$ cat config.mk
export PLATFORM = sky130hd
export DESIGN_NAME = spi_flash_loader_flat
export DESIGN_NICKNAME = d
export VERILOG_FILES = /design/src/rtl/spi_flash_loader_if.sv /design/src/rtl/spi_flash_loader.sv /design/src/flat_wrapper.sv
export SDC_FILE = /design/constraint.sdc
export NUM_CORES = 1
export LEC_CHECK = 0
export CAP_MARGIN = 20
export CORE_MARGIN = 2
export CORE_UTILIZATION = 40
export DETAILED_ROUTE_END_ITERATION = 7
export PLACE_DENSITY_LB_ADDON = 0.12
export SYNTH_ARGS = -nofsm -noshare
export SYNTH_HDL_FRONTEND = slang
export SYNTH_SLANG_ARGS = --single-unit
$ cat constraint.sdc
create_clock -name clk -period 2.03 [get_ports clk]
set_input_delay 0.3045 -clock clk [delete_from_list [all_inputs] [get_ports clk]]
set_output_delay 0.3045 -clock clk [all_outputs]
set_load 0.01 [all_outputs]
$ cat src/rtl/spi_flash_loader_if.sv
// spi_flash_loader_if: SRAM port bundle (chip select, output enable, write enable, address, write data).
//   master: drives the SRAM pins (the loader's ext side)
//   slave : receives strobes from the Atom core (the loader's atom side)
interface spi_flash_loader_if;
    logic        cs_b;
    logic        oe_b;
    logic        we_b;
    logic [17:0] a;
    logic [7:0]  din;
    modport master (output cs_b, oe_b, we_b, a, din);
    modport slave  (input  cs_b, oe_b, we_b, a, din);
endinterface

$ cat src/rtl/spi_flash_loader.sv
// spi_flash_loader: SPI-master boot loader copying a flash image (0x03 READ, mode 0) into external SRAM.
//   clk, reset_b   : clock, asynchronous active-low reset
//   booting        : high until the whole image has been written
//   progress       : one-cycle pulse per byte written
//   SCK/SSEL/MOSI  : SPI master outputs (SCK idles low, SSEL active low)
//   MISO           : flash read data
//   atom (slave)   : Atom core SRAM strobes/address/data
//   ext (master)   : SRAM pins; owned by the loader while booting, pass-through afterwards
//   Optional macro FLASH_WAKEUP_EN: send 0xAB and wait 4096 clk before the READ.
module spi_flash_loader #(
    parameter logic [17:0] BOOT_START_ADDR  = 18'h0C000,
    parameter logic [17:0] BOOT_END_ADDR    = 18'h0FFFF,
    parameter logic [23:0] FLASH_START_ADDR = 24'h000000,
    parameter int          CLK_DIV          = 2
) (
    input  logic clk,
    input  logic reset_b,
    output logic booting,
    output logic progress,
    output logic SCK,
    output logic SSEL,
    output logic MOSI,
    input  logic MISO,
    spi_flash_loader_if.slave  atom,
    spi_flash_loader_if.master ext
);
    typedef enum logic [3:0] {
        ST_WAKE, ST_GAP, ST_START, ST_CMD, ST_READ,
        ST_WR1, ST_WR2, ST_WR3, ST_WR4, ST_DONE
    } state_t;
`ifdef FLASH_WAKEUP_EN
    localparam state_t ST_INIT = ST_WAKE;
`else
    localparam state_t ST_INIT = ST_START;
`endif
    state_t      state;
    logic [30:0] sh;
    logic [7:0]  rx;
    logic [7:0]  data;
    logic [17:0] addr;
    logic        we_b;
    logic [15:0] cnt;
    logic [4:0]  bits;
    logic        wake;
    logic        tick;
    // cnt times each SCK half-period; it doubles as the post-wakeup gap timer
    assign tick = cnt == 16'(CLK_DIV - 1);
    assign ext.cs_b = booting ? 1'b0 : atom.cs_b;
    assign ext.oe_b = booting ? 1'b1 : atom.oe_b;
    assign ext.we_b = booting ? we_b : atom.we_b;
    assign ext.a    = booting ? addr : atom.a;
    assign ext.din  = booting ? data : atom.din;
    always_ff @(posedge clk or negedge reset_b) begin
        if (!reset_b) begin
            state    <= ST_INIT;
            booting  <= 1'b1;
            progress <= 1'b0;
            SSEL     <= 1'b1;
            SCK      <= 1'b0;
            MOSI     <= 1'b0;
            we_b     <= 1'b1;
            addr     <= BOOT_START_ADDR;
            data     <= 8'h00;
            sh       <= '0;
            rx       <= 8'h00;
            cnt      <= '0;
            bits     <= '0;
            wake     <= 1'b0;
        end else begin
            progress <= 1'b0;
            case (state)
                ST_WAKE: begin
                    SSEL  <= 1'b0;
                    MOSI  <= 1'b1;
                    sh    <= {7'b0101011, 24'h0};
                    wake  <= 1'b1;
                    cnt   <= '0;
                    state <= ST_CMD;
                end
                ST_GAP: begin
                    cnt <= cnt + 16'd1;
                    if (cnt == 16'd4095) state <= ST_START;
                end
                ST_START: begin
                    SSEL  <= 1'b0;
                    MOSI  <= 1'b0;
                    sh    <= {7'h03, FLASH_START_ADDR};
                    wake  <= 1'b0;
                    cnt   <= '0;
                    state <= ST_CMD;
                end
                ST_CMD: begin
                    cnt <= tick ? 16'd0 : cnt + 16'd1;
                    // MOSI advances on the falling SCK edge so it is stable across the rise
                    if (tick) begin
                        SCK <= ~SCK;
                        if (SCK) begin
                            MOSI <= sh[30];
                            sh   <= {sh[29:0], 1'b0};
                            bits <= (bits == (wake ? 5'd7 : 5'd31)) ? 5'd0 : bits + 5'd1;
                            if (bits == (wake ? 5'd7 : 5'd31)) begin
                                state <= wake ? ST_GAP : ST_READ;
                                if (wake) SSEL <= 1'b1;
                            end
                        end
                    end
                end
                ST_READ: begin
                    cnt <= tick ? 16'd0 : cnt + 16'd1;
                    if (tick) begin
                        SCK <= ~SCK;
                        if (!SCK) rx <= {rx[6:0], MISO};
                        else begin
                            bits <= (bits == 5'd7) ? 5'd0 : bits + 5'd1;
                            if (bits == 5'd7) begin
                                data  <= rx;
                                state <= ST_WR1;
                            end
                        end
                    end
                end
                ST_WR1: begin
                    we_b     <= 1'b0;
                    progress <= 1'b1;
                    state    <= ST_WR2;
                end
                ST_WR2: state <= ST_WR3;
                ST_WR3: begin
                    we_b  <= 1'b1;
                    state <= ST_WR4;
                end
                ST_WR4: begin
                    if (addr == BOOT_END_ADDR) begin
                        SSEL  <= 1'b1;
                        state <= ST_DONE;
                    end else begin
                        addr  <= addr + 18'd1;
                        state <= ST_READ;
                    end
                end
                ST_DONE: booting <= 1'b0;
                default: state <= ST_INIT;
            endcase
        end
    end
endmodule

$ cat src/flat_wrapper.sv
// flat-port wrapper written by rule: the top's interface ports become plain ports
module spi_flash_loader_flat 
#(
    parameter logic [17:0] BOOT_START_ADDR  = 18'h0C000,
    parameter logic [17:0] BOOT_END_ADDR    = 18'h0FFFF,
    parameter logic [23:0] FLASH_START_ADDR = 24'h000000,
    parameter int          CLK_DIV          = 2
)
  (clk, reset_b, booting, progress, SCK, SSEL, MOSI, MISO, atom_cs_b, atom_oe_b, atom_we_b, atom_a, atom_din, ext_cs_b, ext_oe_b, ext_we_b, ext_a, ext_din);
  spi_flash_loader_if atom_i ();
  spi_flash_loader_if ext_i ();
  input  logic clk;
  input  logic reset_b;
  output logic booting;
  output logic progress;
  output logic SCK;
  output logic SSEL;
  output logic MOSI;
  input  logic MISO;
  input wire logic [$bits(atom_i.cs_b)-1:0] atom_cs_b;
  input wire logic [$bits(atom_i.oe_b)-1:0] atom_oe_b;
  input wire logic [$bits(atom_i.we_b)-1:0] atom_we_b;
  input wire logic [$bits(atom_i.a)-1:0] atom_a;
  input wire logic [$bits(atom_i.din)-1:0] atom_din;
  output wire logic [$bits(ext_i.cs_b)-1:0] ext_cs_b;
  output wire logic [$bits(ext_i.oe_b)-1:0] ext_oe_b;
  output wire logic [$bits(ext_i.we_b)-1:0] ext_we_b;
  output wire logic [$bits(ext_i.a)-1:0] ext_a;
  output wire logic [$bits(ext_i.din)-1:0] ext_din;
  assign atom_i.cs_b = atom_cs_b;
  assign atom_i.oe_b = atom_oe_b;
  assign atom_i.we_b = atom_we_b;
  assign atom_i.a = atom_a;
  assign atom_i.din = atom_din;
  assign ext_cs_b = ext_i.cs_b;
  assign ext_oe_b = ext_i.oe_b;
  assign ext_we_b = ext_i.we_b;
  assign ext_a = ext_i.a;
  assign ext_din = ext_i.din;
  spi_flash_loader #(.BOOT_START_ADDR(BOOT_START_ADDR), .BOOT_END_ADDR(BOOT_END_ADDR), .FLASH_START_ADDR(FLASH_START_ADDR), .CLK_DIV(CLK_DIV)) u_core (.clk(clk), .reset_b(reset_b), .booting(booting), .progress(progress), .SCK(SCK), .SSEL(SSEL), .MOSI(MOSI), .MISO(MISO), .atom(atom_i), .ext(ext_i));
endmodule
# Yosys cells after proc, flatten, opt, wreduce, memory -nomap -nowiden
# Cells that the tools add are included.
[word_totals]
output_inout_bits = 34
regBits = 97
elab_cells = 100
input_bits = 32
[op_classes]
muxes = 40
n_eq_ne = 23
bitwise = 3
n_reduce_logical = 17
n_addsub = 3
[ops]
columns = ["operator", "n"]
rows = [
  ["$pmux W31 S3", 1],
  ["$mux W31", 2],
  ["$pmux W16 S3", 1],
  ["$pmux W4 S9", 1],
  ["$mux W5", 7],
  ["$mux W4", 8],
  ["$add A18 B1 Y18 const B", 1],
  ["$eq A18 B16 Y1 const B", 1],
  ["$mux W18", 1],
  ["$ne A2 B1 Y1 const B", 9],
  ["$add A16 B1 Y16 const B", 1],
  ["$eq A16 B1 Y1 const B", 1],
  ["$eq A16 B12 Y1 const B", 1],
  ["$eq A4 B3 Y1 const B", 4],
  ["$mux W16", 1],
  ["$mux W1", 11],
  ["$pmux W5 S2", 1],
  ["$reduce_bool A3 Y1", 3],
  ["$eq A4 B2 Y1 const B", 2],
  ["$eq A4 B4 Y1 const B", 2],
  ["$mux W8", 1],
  ["$reduce_and A8 Y1", 1],
  ["$pmux W1 S3", 2],
  ["$reduce_and A3 Y1", 2],
  ["other kinds (14)", 21],
]

# Longest topological paths before layout
# Gate-level depths: netlist of the first run.
[depth]
word_depth = 6
mapped_depth = 7

# Least setup slack after synthesis of the first run
# Ideal clock, no wire load.
[synth_timing]
kind = "register to register"
start = "reg u_core.cnt[1]"
end = "reg u_core.sh[25]"
path_slack_ps = 43
synth_period_minus_slack_ps = 1987
path_stages_with_launch = 8
t_arrival_ps = 1862
n_path_buf = 0
t_required_ps = 1905
cell_sequence = "dfrtp_1 -> inv_1 -> ha_1 -> nor4b_2 -> and4_4 -> nand2_4 -> a211oi_4 -> mux2_4"
[synth_between]
elab_chain_cells = 3
[synth_rtl]
columns = ["item", "line_no", "text"]
rows = [
  ["start, declared", "spi_flash_loader.sv:42", "logic [15:0] cnt;"],
  ["start signal, assigned", "spi_flash_loader.sv:81", "cnt <= cnt + 16'd1;"],
  ["start signal, assigned", "spi_flash_loader.sv:93", "cnt <= tick ? 16'd0 : cnt + 16'd1;"],
  ["start signal, assigned", "spi_flash_loader.sv:109", "cnt <= tick ? 16'd0 : cnt + 16'd1;"],
  ["$eq A16 B1 Y1", "spi_flash_loader.sv:47", "assign tick = cnt == 16'(CLK_DIV - 1);"],
  ["$ne A2 B1 Y1 (no source line)", "-", ""],
  ["$reduce_and A3 Y1 (no source line)", "-", ""],
  ["end signal, assigned", "spi_flash_loader.sv:75", "sh <= {7'b0101011, 24'h0};"],
  ["end signal, assigned", "spi_flash_loader.sv:87", "sh <= {7'h03, FLASH_START_ADDR};"],
  ["end signal, assigned", "spi_flash_loader.sv:99", "sh <= {sh[29:0], 1'b0};"],
  ["end, declared", "spi_flash_loader.sv:37", "logic [30:0] sh;"],
]
# No other way between the ends.
# A chain may end at the register's enable or synchronous reset.

# Worst setup path in the final report of the first run
[layout_timing]
start = "reg u_core.booting"
end = "out ext_din[5]"
[layout_between]
elab_chain_cells = 1
[layout_rtl]
columns = ["item", "line_no", "text"]
rows = [
  ["start, declared", "spi_flash_loader.sv:18", "output logic booting,"],
  ["start signal, assigned", "spi_flash_loader.sv:56", "booting <= 1'b1;"],
  ["start signal, assigned", "spi_flash_loader.sv:141", "ST_DONE: booting <= 1'b0;"],
  ["$mux W8", "spi_flash_loader.sv:52", "assign ext.din = booting ? data : atom.din;"],
  ["end, declared", "flat_wrapper.sv:29", "output wire logic [$bits(ext_i.din)-1:0] ext_din;"],
]
# No other way between the ends.

==> results of run 1 <==
[worst register-to-register path, cell delays in order, from the launching register on]
cell	delay, ns
dfrtp_1	0.53
nand2_1	0.15
or4b_1	0.65
nor3_1	0.27
xnor2_1	0.16
nor2_1	0.06
[worst paths after layout]
kind                                       startpoint                          to  cells after the start
max                        u_core.booting$_DFFE_PN1P_                  ext_din[5]                      4
min                                           reset_b  u_core.bits[4]$_DFFE_PN0P_                      2
max reg2reg                 u_core.cnt[2]$_DFFE_PN0P_   u_core.cnt[8]$_DFFE_PN0P_                      5
min reg2reg                   u_core.SSEL$_DFFE_PN1P_     u_core.SSEL$_DFFE_PN1P_                      2
max in group asynchronous                     reset_b     u_core.we_b$_DFFE_PN1P_                      3
min in group clk              u_core.SSEL$_DFFE_PN1P_     u_core.SSEL$_DFFE_PN1P_                      2
[cells by family after synthesis]
family / synth area share (%)
buffers and inverters: 3.07
AOI/OAI and AO/OA: 7.11
xor gates and xnor gates: 7.17
muxes: 13.4
adders and majority gates: 1.24
DFF: 45.5
and+or+nand+nor: 22.5
[area by class of cell]
type	instances	area (um2)	area share [%]
clock buffers	10	128	2.36
clock inverters	6	92.6	1.72
inverters	11	41.3	0.765
multi-input cells	281	2130	39.5
flip-flops and latches	73	1840	34.0
well taps	133	166	3.08
repair buffers	114	1000	18.6
[where the power goes]
group	switching (mW)	total, mW	internal (mW)
sequential	0.000676	1.46	1.45
clock	0.548	1.24	0.696
combinational	0.0686	0.171	0.102
total	0.617	2.87	2.25
[sequential cells by signal, indices dropped and copies added (netlist names)]
name,flops
u_core.MOSI,1
u_core.wake,1
u_core.SCK,1
u_core.data,8
u_core.booting,1
u_core.cnt,16
u_core.rx,8
u_core.bits,5
u_core.state,4
u_core.we_b,1
u_core.SSEL,1
u_core.progress,1
u_core.addr,18
u_core.sh,7
[cells in the final DEF (no fill, tap or decap), types with 3 or more instances in the layout]
cell / n
ha_1: 4
nand3_1: 11
and2_1: 4
clkdlybuf4s15_1: 8
a21o_1: 5
clkdlybuf4s50_1: 34
mux2_2: 43
buf_2: 19
clkbuf_8: 9
and3_1: 8
inv_1: 11
xor2_1: 16
nor2b_1: 3
nor3b_1: 3
buf_6: 4
dfrtp_1: 65
nand2_1: 37
xnor2_1: 17
dfstp_2: 6
nor4b_2: 3
buf_4: 40
nor3_1: 13
a21oi_1: 4
o21ai_0: 10
or2_2: 3
nand4_1: 12
or3_1: 3
nor2_1: 29
nor4b_1: 3
a2bb2oi_1: 3
mux2i_1: 4
[routing by layer]
metal,GRT usage (%),vias to the layer above,share of wire [%]
met5,0,-,0
met2,27.2,67,48
li1,-,1578,-
met1,23.2,1545,48
met3,2.69,8,3.5
met4,5.50,0,1.1
[stage by stage]
step | utilization, % | setup slack, ns | setup TNS (ns) | total power, mW
after global routing | 55.2 | -0.0337 | -0.0396 | 2.99
after floorplan | - | 0.0432 | 0 | 1.53
after detailed placement | 51.8 | -0.00607 | -0.0108 | 1.68
final | 55.2 | 0.0584 | 0 | 2.87
after global placement | 51.8 | 0.0613 | 0 | 1.68
after CTS | 54.2 | -0.0104 | -0.0104 | 2.92
[what timing repair did]
item | in CTS | in global routing
setup endpoints to repair | 33 | 47
hold buffers | 1 | 0
hold endpoints to repair | 10 | 0
gates resized for setup | 89 | 25
pin swaps | 0 | 4
buffers inserted | 6 | 3
gates cloned | 1 | 1
==> metrics.cfg, run 1 <==
[global_route]
grt_pass1_wl_um=15100
grt_pass1_vias=3125
grt_max_degree=42
antenna_found_initial=0
track_usage_pct=16.9
grt_overflow_total=0

[place]
dpl.hpwl_um=6460
place_area_um2=5060
port_buffers=65
place_inst=600
place.gp.congestion=0.842

[critical_path]
arrival_ns=1.67
crit_path_start_kind=flop
crit_family=flip-flops
reg2reg_slack_ns=0.10
worstSetupPathType=flop to primary output
critPathBufInv=3
crit_required_ns=1.73
cp_slowest_cell=dfstp_2
cpPeakStageDelay_ns=0.55
path_max_fanout=3
critPathCaptureType=primary output
crit_chain=buf_6 -> buf_4 -> mux2_2 -> clkdlybuf4s15_1

[timing]
rsz0062_at_grt=true
whs_ns=0.386
relSlewSlack_pct=68.0
finalSetupViolCount=0
fin_crit_ns=1.97
finalMaxSlewViolations=0
final_hold_viol_count=0
fmax_mhz=507
skew_ns=0.0106
worstMarginPinSlew_ns=0.476
finalCritPeriodShare_pct=97.1

[yosys]
synth_cell_types=57
synth_area_per_cell_um2=10.5
syn_nets=418
synth_top_area_cell=dfrtp_1
synth_common_cells=67 x dfrtp_1, 43 x mux2_2, 37 x nand2_1
synth-seq-area-share_pct=45.5
synth.area.top_cells=dfrtp_1 42%, mux2_2 12%, dfstp_2 3.9%
synth-edff-count=0
postSynth.asyncResetShare_pct=100
yosys.area.top_type_share_pct=41.6
ys.flop_type=dfrtp_1
postSynthCellCount=382
netlist_area_um2=4030
yosysMostFrequentCell=dfrtp_1
yosysWarnings=0
synth_seq_cells=73

[drt]
routed_wl_um=9150
drc=0
wl_per_cell_um=14.6
ant_nets=0
drt_iter0_markers=137
num_vias=3198
viasPerCell=5.09
dr.pass1.iters=4

[worst_hold_path]
worstHoldPathType=primary input to async pin

[floorplan]
core_um2=9770
dieArea_um2=10900
initial_core_util_pct=41.2
die_y_um=104
fp-row-count=36
io_pins=66
dieWidth_um=104

[clocking]
clk_pin_slew_worst_paths_ns=0.08
clk_latency_ns=0.34
cts.sinks=73
cts-root-buf=clkbuf_8
h-tree-depth=3
cts-buffers-inserted=9
cts_tree=yes
clockBufferDepth=2

[flow_run]
drv_cap=0

[layout]
final_cell_count_no_fill=628
nFillCells=883
drive_gt1_share_pct=32.3
finalNetCount=526
n_antenna_cell=0
fin_area_um2=5400
area_growth_pct=33.9

[pwr]
total_leakage_power_nw=2.48
irDropWorstVdd_mv=0.358
power_density_nw_per_um2=532

[run_status]
status=complete, no violations

Note: power is estimated with default switching activity, not from simulation.
==> run 2, diff against run 1 <==
--- a/config.mk
+++ b/config.mk
@@ -10,6 +10,7 @@
 export CORE_UTILIZATION = 40
 export DETAILED_ROUTE_END_ITERATION = 7
 export PLACE_DENSITY_LB_ADDON = 0.12
+export REMOVE_ABC_BUFFERS = 1
 export SYNTH_ARGS = -nofsm -noshare
 export SYNTH_HDL_FRONTEND = slang
 export SYNTH_SLANG_ARGS = --single-unit
==> run 2 against run 1 <==
Effect of this change: global-route usage up 0.35 points; sequential power about the same; count of clock-buffer cells in the layout down 1.
==> metrics.cfg, run 2 (synthesized netlist as in run 1, its figures left out) <==
[timing]
skew_ns=0.0192  ; +0.00863 ns
finalSetupViolCount=0  ; unchanged
finalCritPeriodShare_pct=96.3  ; -0.79 points
final_hold_viol_count=0  ; unchanged
fmax_mhz=511  ; +0.82%
worstMarginPinSlew_ns=0.381  ; -0.0952 ns
whs_ns=0.469  ; +0.0830 ns
setup_tns_ns=0  ; unchanged
relSlewSlack_pct=74.6  ; +6.6 points
finalMaxSlewViolations=0  ; unchanged
fin_crit_ns=1.96  ; -0.0161 ns

[critical_path]
critPathCaptureType=primary output
path_max_fanout=13  ; +10
crit_required_ns=1.73  ; about the same
cpPeakStageDelay_ns=0.57  ; +0.02 ns
critPathBufInv=2  ; -1
arrival_ns=1.65  ; -0.02 ns
crit_family=flip-flops
worstSetupPathType=flop to primary output
crit_path_start_kind=flop
cp_slowest_cell=dfstp_2
crit_chain=clkbuf_16 -> mux2_2 -> clkdlybuf4s15_1

[clocking]
h-tree-depth=3  ; unchanged
clk_pin_slew_worst_paths_ns=0.08  ; about the same
cts-buffers-inserted=9  ; unchanged
clockBufferDepth=2  ; unchanged
cts.sinks=73  ; unchanged
cts-root-buf=clkbuf_8
cts_tree=yes
clk_latency_ns=0.35  ; about the same

[floorplan]
fp-row-count=36  ; unchanged
initial_core_util_pct=41.2  ; unchanged
die_y_um=104  ; unchanged
core_um2=9770  ; unchanged
io_pins=66  ; unchanged
dieWidth_um=104  ; unchanged
dieArea_um2=10900  ; unchanged

[drt]
drt_iter0_markers=103  ; -25%
routed_wl_um=8900  ; -2.7%
viasPerCell=5.12  ; +0.51%
drc=0  ; unchanged
dr.pass1.iters=4  ; unchanged
wl_per_cell_um=14.4  ; -1.2%
ant_nets=0  ; unchanged
num_vias=3163  ; -1.1%

[global_route]
grt_overflow_total=0  ; unchanged
grt_pass1_wl_um=15500  ; +2.9%
grt_pass1_vias=3284  ; +5.1%
grt_max_degree=74  ; +76%
antenna_found_initial=0  ; unchanged
track_usage_pct=17.2  ; +0.35 points

[pwr]
irDropWorstVdd_mv=0.320  ; -10%
total_leakage_power_nw=2.38  ; -4.0%
power_density_nw_per_um2=501  ; -5.9%

[worst_hold_path]
worstHoldPathType=flop to flop

[place]
port_buffers=65  ; unchanged
dpl.hpwl_um=6150  ; -4.8%
place.gp.congestion=0.840  ; -0.25%

[flow_run]
drv_cap=0  ; unchanged

[layout]
n_antenna_cell=0  ; unchanged
largest_reg_flops=18  ; unchanged
area_growth_pct=30.7
top_register=u_core.addr
finalNetCount=516  ; -1.9%
final_cell_mix=64 x dfrtp_1, 43 x mux2_2, 37 x nand2_1
top_regs=u_core.addr: 18 flops, u_core.cnt: 16 flops
final_common_cell=dfrtp_1
nFillCells=908  ; +2.8%
drive_gt1_share_pct=30.9  ; -1.4 points
final_util_pct=53.9  ; -1.4 points

[run_status]
status=complete, no violations

## run 2: cell types whose count changed in the layout (fill, tap and decap cells not counted), sizes merged
cell	previous run	this run
inv	11	12
dlygate4sd2	1	2
clkdlybuf4s15	8	9
buf	66	55
clkbuf	12	11
bufinv	2	0
clkinv	2	5
dlymetal6s2s	2	0
clkinvlp	2	1
clkdlybuf4s50	34	35
## run 2: what timing repair did
action / 4_1_cts / 5_1_grt
endpoints found under the setup margin: 44 / 63
gates cloned: 1 / 0
endpoints found under the hold margin: 8 / 0
resized for setup: 79 / 34
hold buffers: 1 / 0
pin swaps: 0 / 5
setup buffers: 1 / 3
## run 2: layout make-up
class                   instances  area, um2  share of cell area, %
inverters                      11       41.3                  0.784
repair buffers                104        902                   17.1
flip-flops and latches         73       1840                   34.9
well taps                     133        166                   3.16
clock inverters                 7       45.0                  0.856
clock buffers                   9        124                   2.35
multi-input cells             281       2150                   40.8
## run 2: worst paths after layout
path | start | to | slack [ns] | cells after the start
setup / recovery | u_core.booting$_DFFE_PN1P_ | ext_din[3] | 0.07 | 3
hold / removal | u_core.SSEL$_DFFE_PN1P_ | u_core.SSEL$_DFFE_PN1P_ | 0.47 | 2
setup reg to reg | u_core.cnt[7]$_DFFE_PN0P_ | u_core.rx[3]$_DFFE_PN0P_ | 0.09 | 4
hold reg to reg | u_core.SSEL$_DFFE_PN1P_ | u_core.SSEL$_DFFE_PN1P_ | 0.47 | 2
max in group asynchronous | reset_b | u_core.state[1]$_DFFE_PN1P_ | 1.18 | 3
min in group asynchronous | reset_b | u_core.addr[12]$_DFFE_PN0P_ | 0.50 | 3
## run 2: power by group
| group | switching (mW) | internal [mW] | leakage [nW] |
|---|---|---|---|
| clock | 0.569 | 0.441 | 0.0891 |
| sequential | 0.000621 | 1.45 | 0.978 |
| combinational | 0.0679 | 0.102 | 1.32 |
| total | 0.638 | 2.00 | 2.38 |
## run 2: worst register-to-register path, stage by stage (launching register included)
cell	delay (ns)
dfrtp_1	0.41
nor4_4	0.40
nand4_1	0.23
or3_4	0.50
mux2_2	0.29
## run 2: stage by stage
step                power (mW)  cell area [um2]  instances  setup slack (ns)
floorplan                 1.53             3950        365           -0.0866
detailed placement        1.68             5030        596           -0.0593
finish                    2.64             5260        618            0.0745
CTS                       2.67             5190        615           -0.0753
global route              2.74             5260        618           -0.0226
global placement          1.68             5030        596            0.0674
## run 2: metal layers
metal | up-vias | part of all wire [%] | track usage [%]
met2 | 72 | 47 | 28.4
li1 | 1555 | - | -
met3 | 12 | 4.4 | 3.76
met5 | - | 0 | 0
met4 | 0 | 1.5 | 5.89
met1 | 1524 | 47 | 22.4
==> run 3, diff against run 2 <==
--- a/config.mk
+++ b/config.mk
@@ -10,7 +10,6 @@
 export CORE_UTILIZATION = 40
 export DETAILED_ROUTE_END_ITERATION = 7
 export PLACE_DENSITY_LB_ADDON = 0.12
-export REMOVE_ABC_BUFFERS = 1
 export SYNTH_ARGS = -nofsm -noshare
 export SYNTH_HDL_FRONTEND = slang
 export SYNTH_SLANG_ARGS = --single-unit
==> results of run 3 <==
No change in the layout: final DEF, timing and power equal those of run 1.
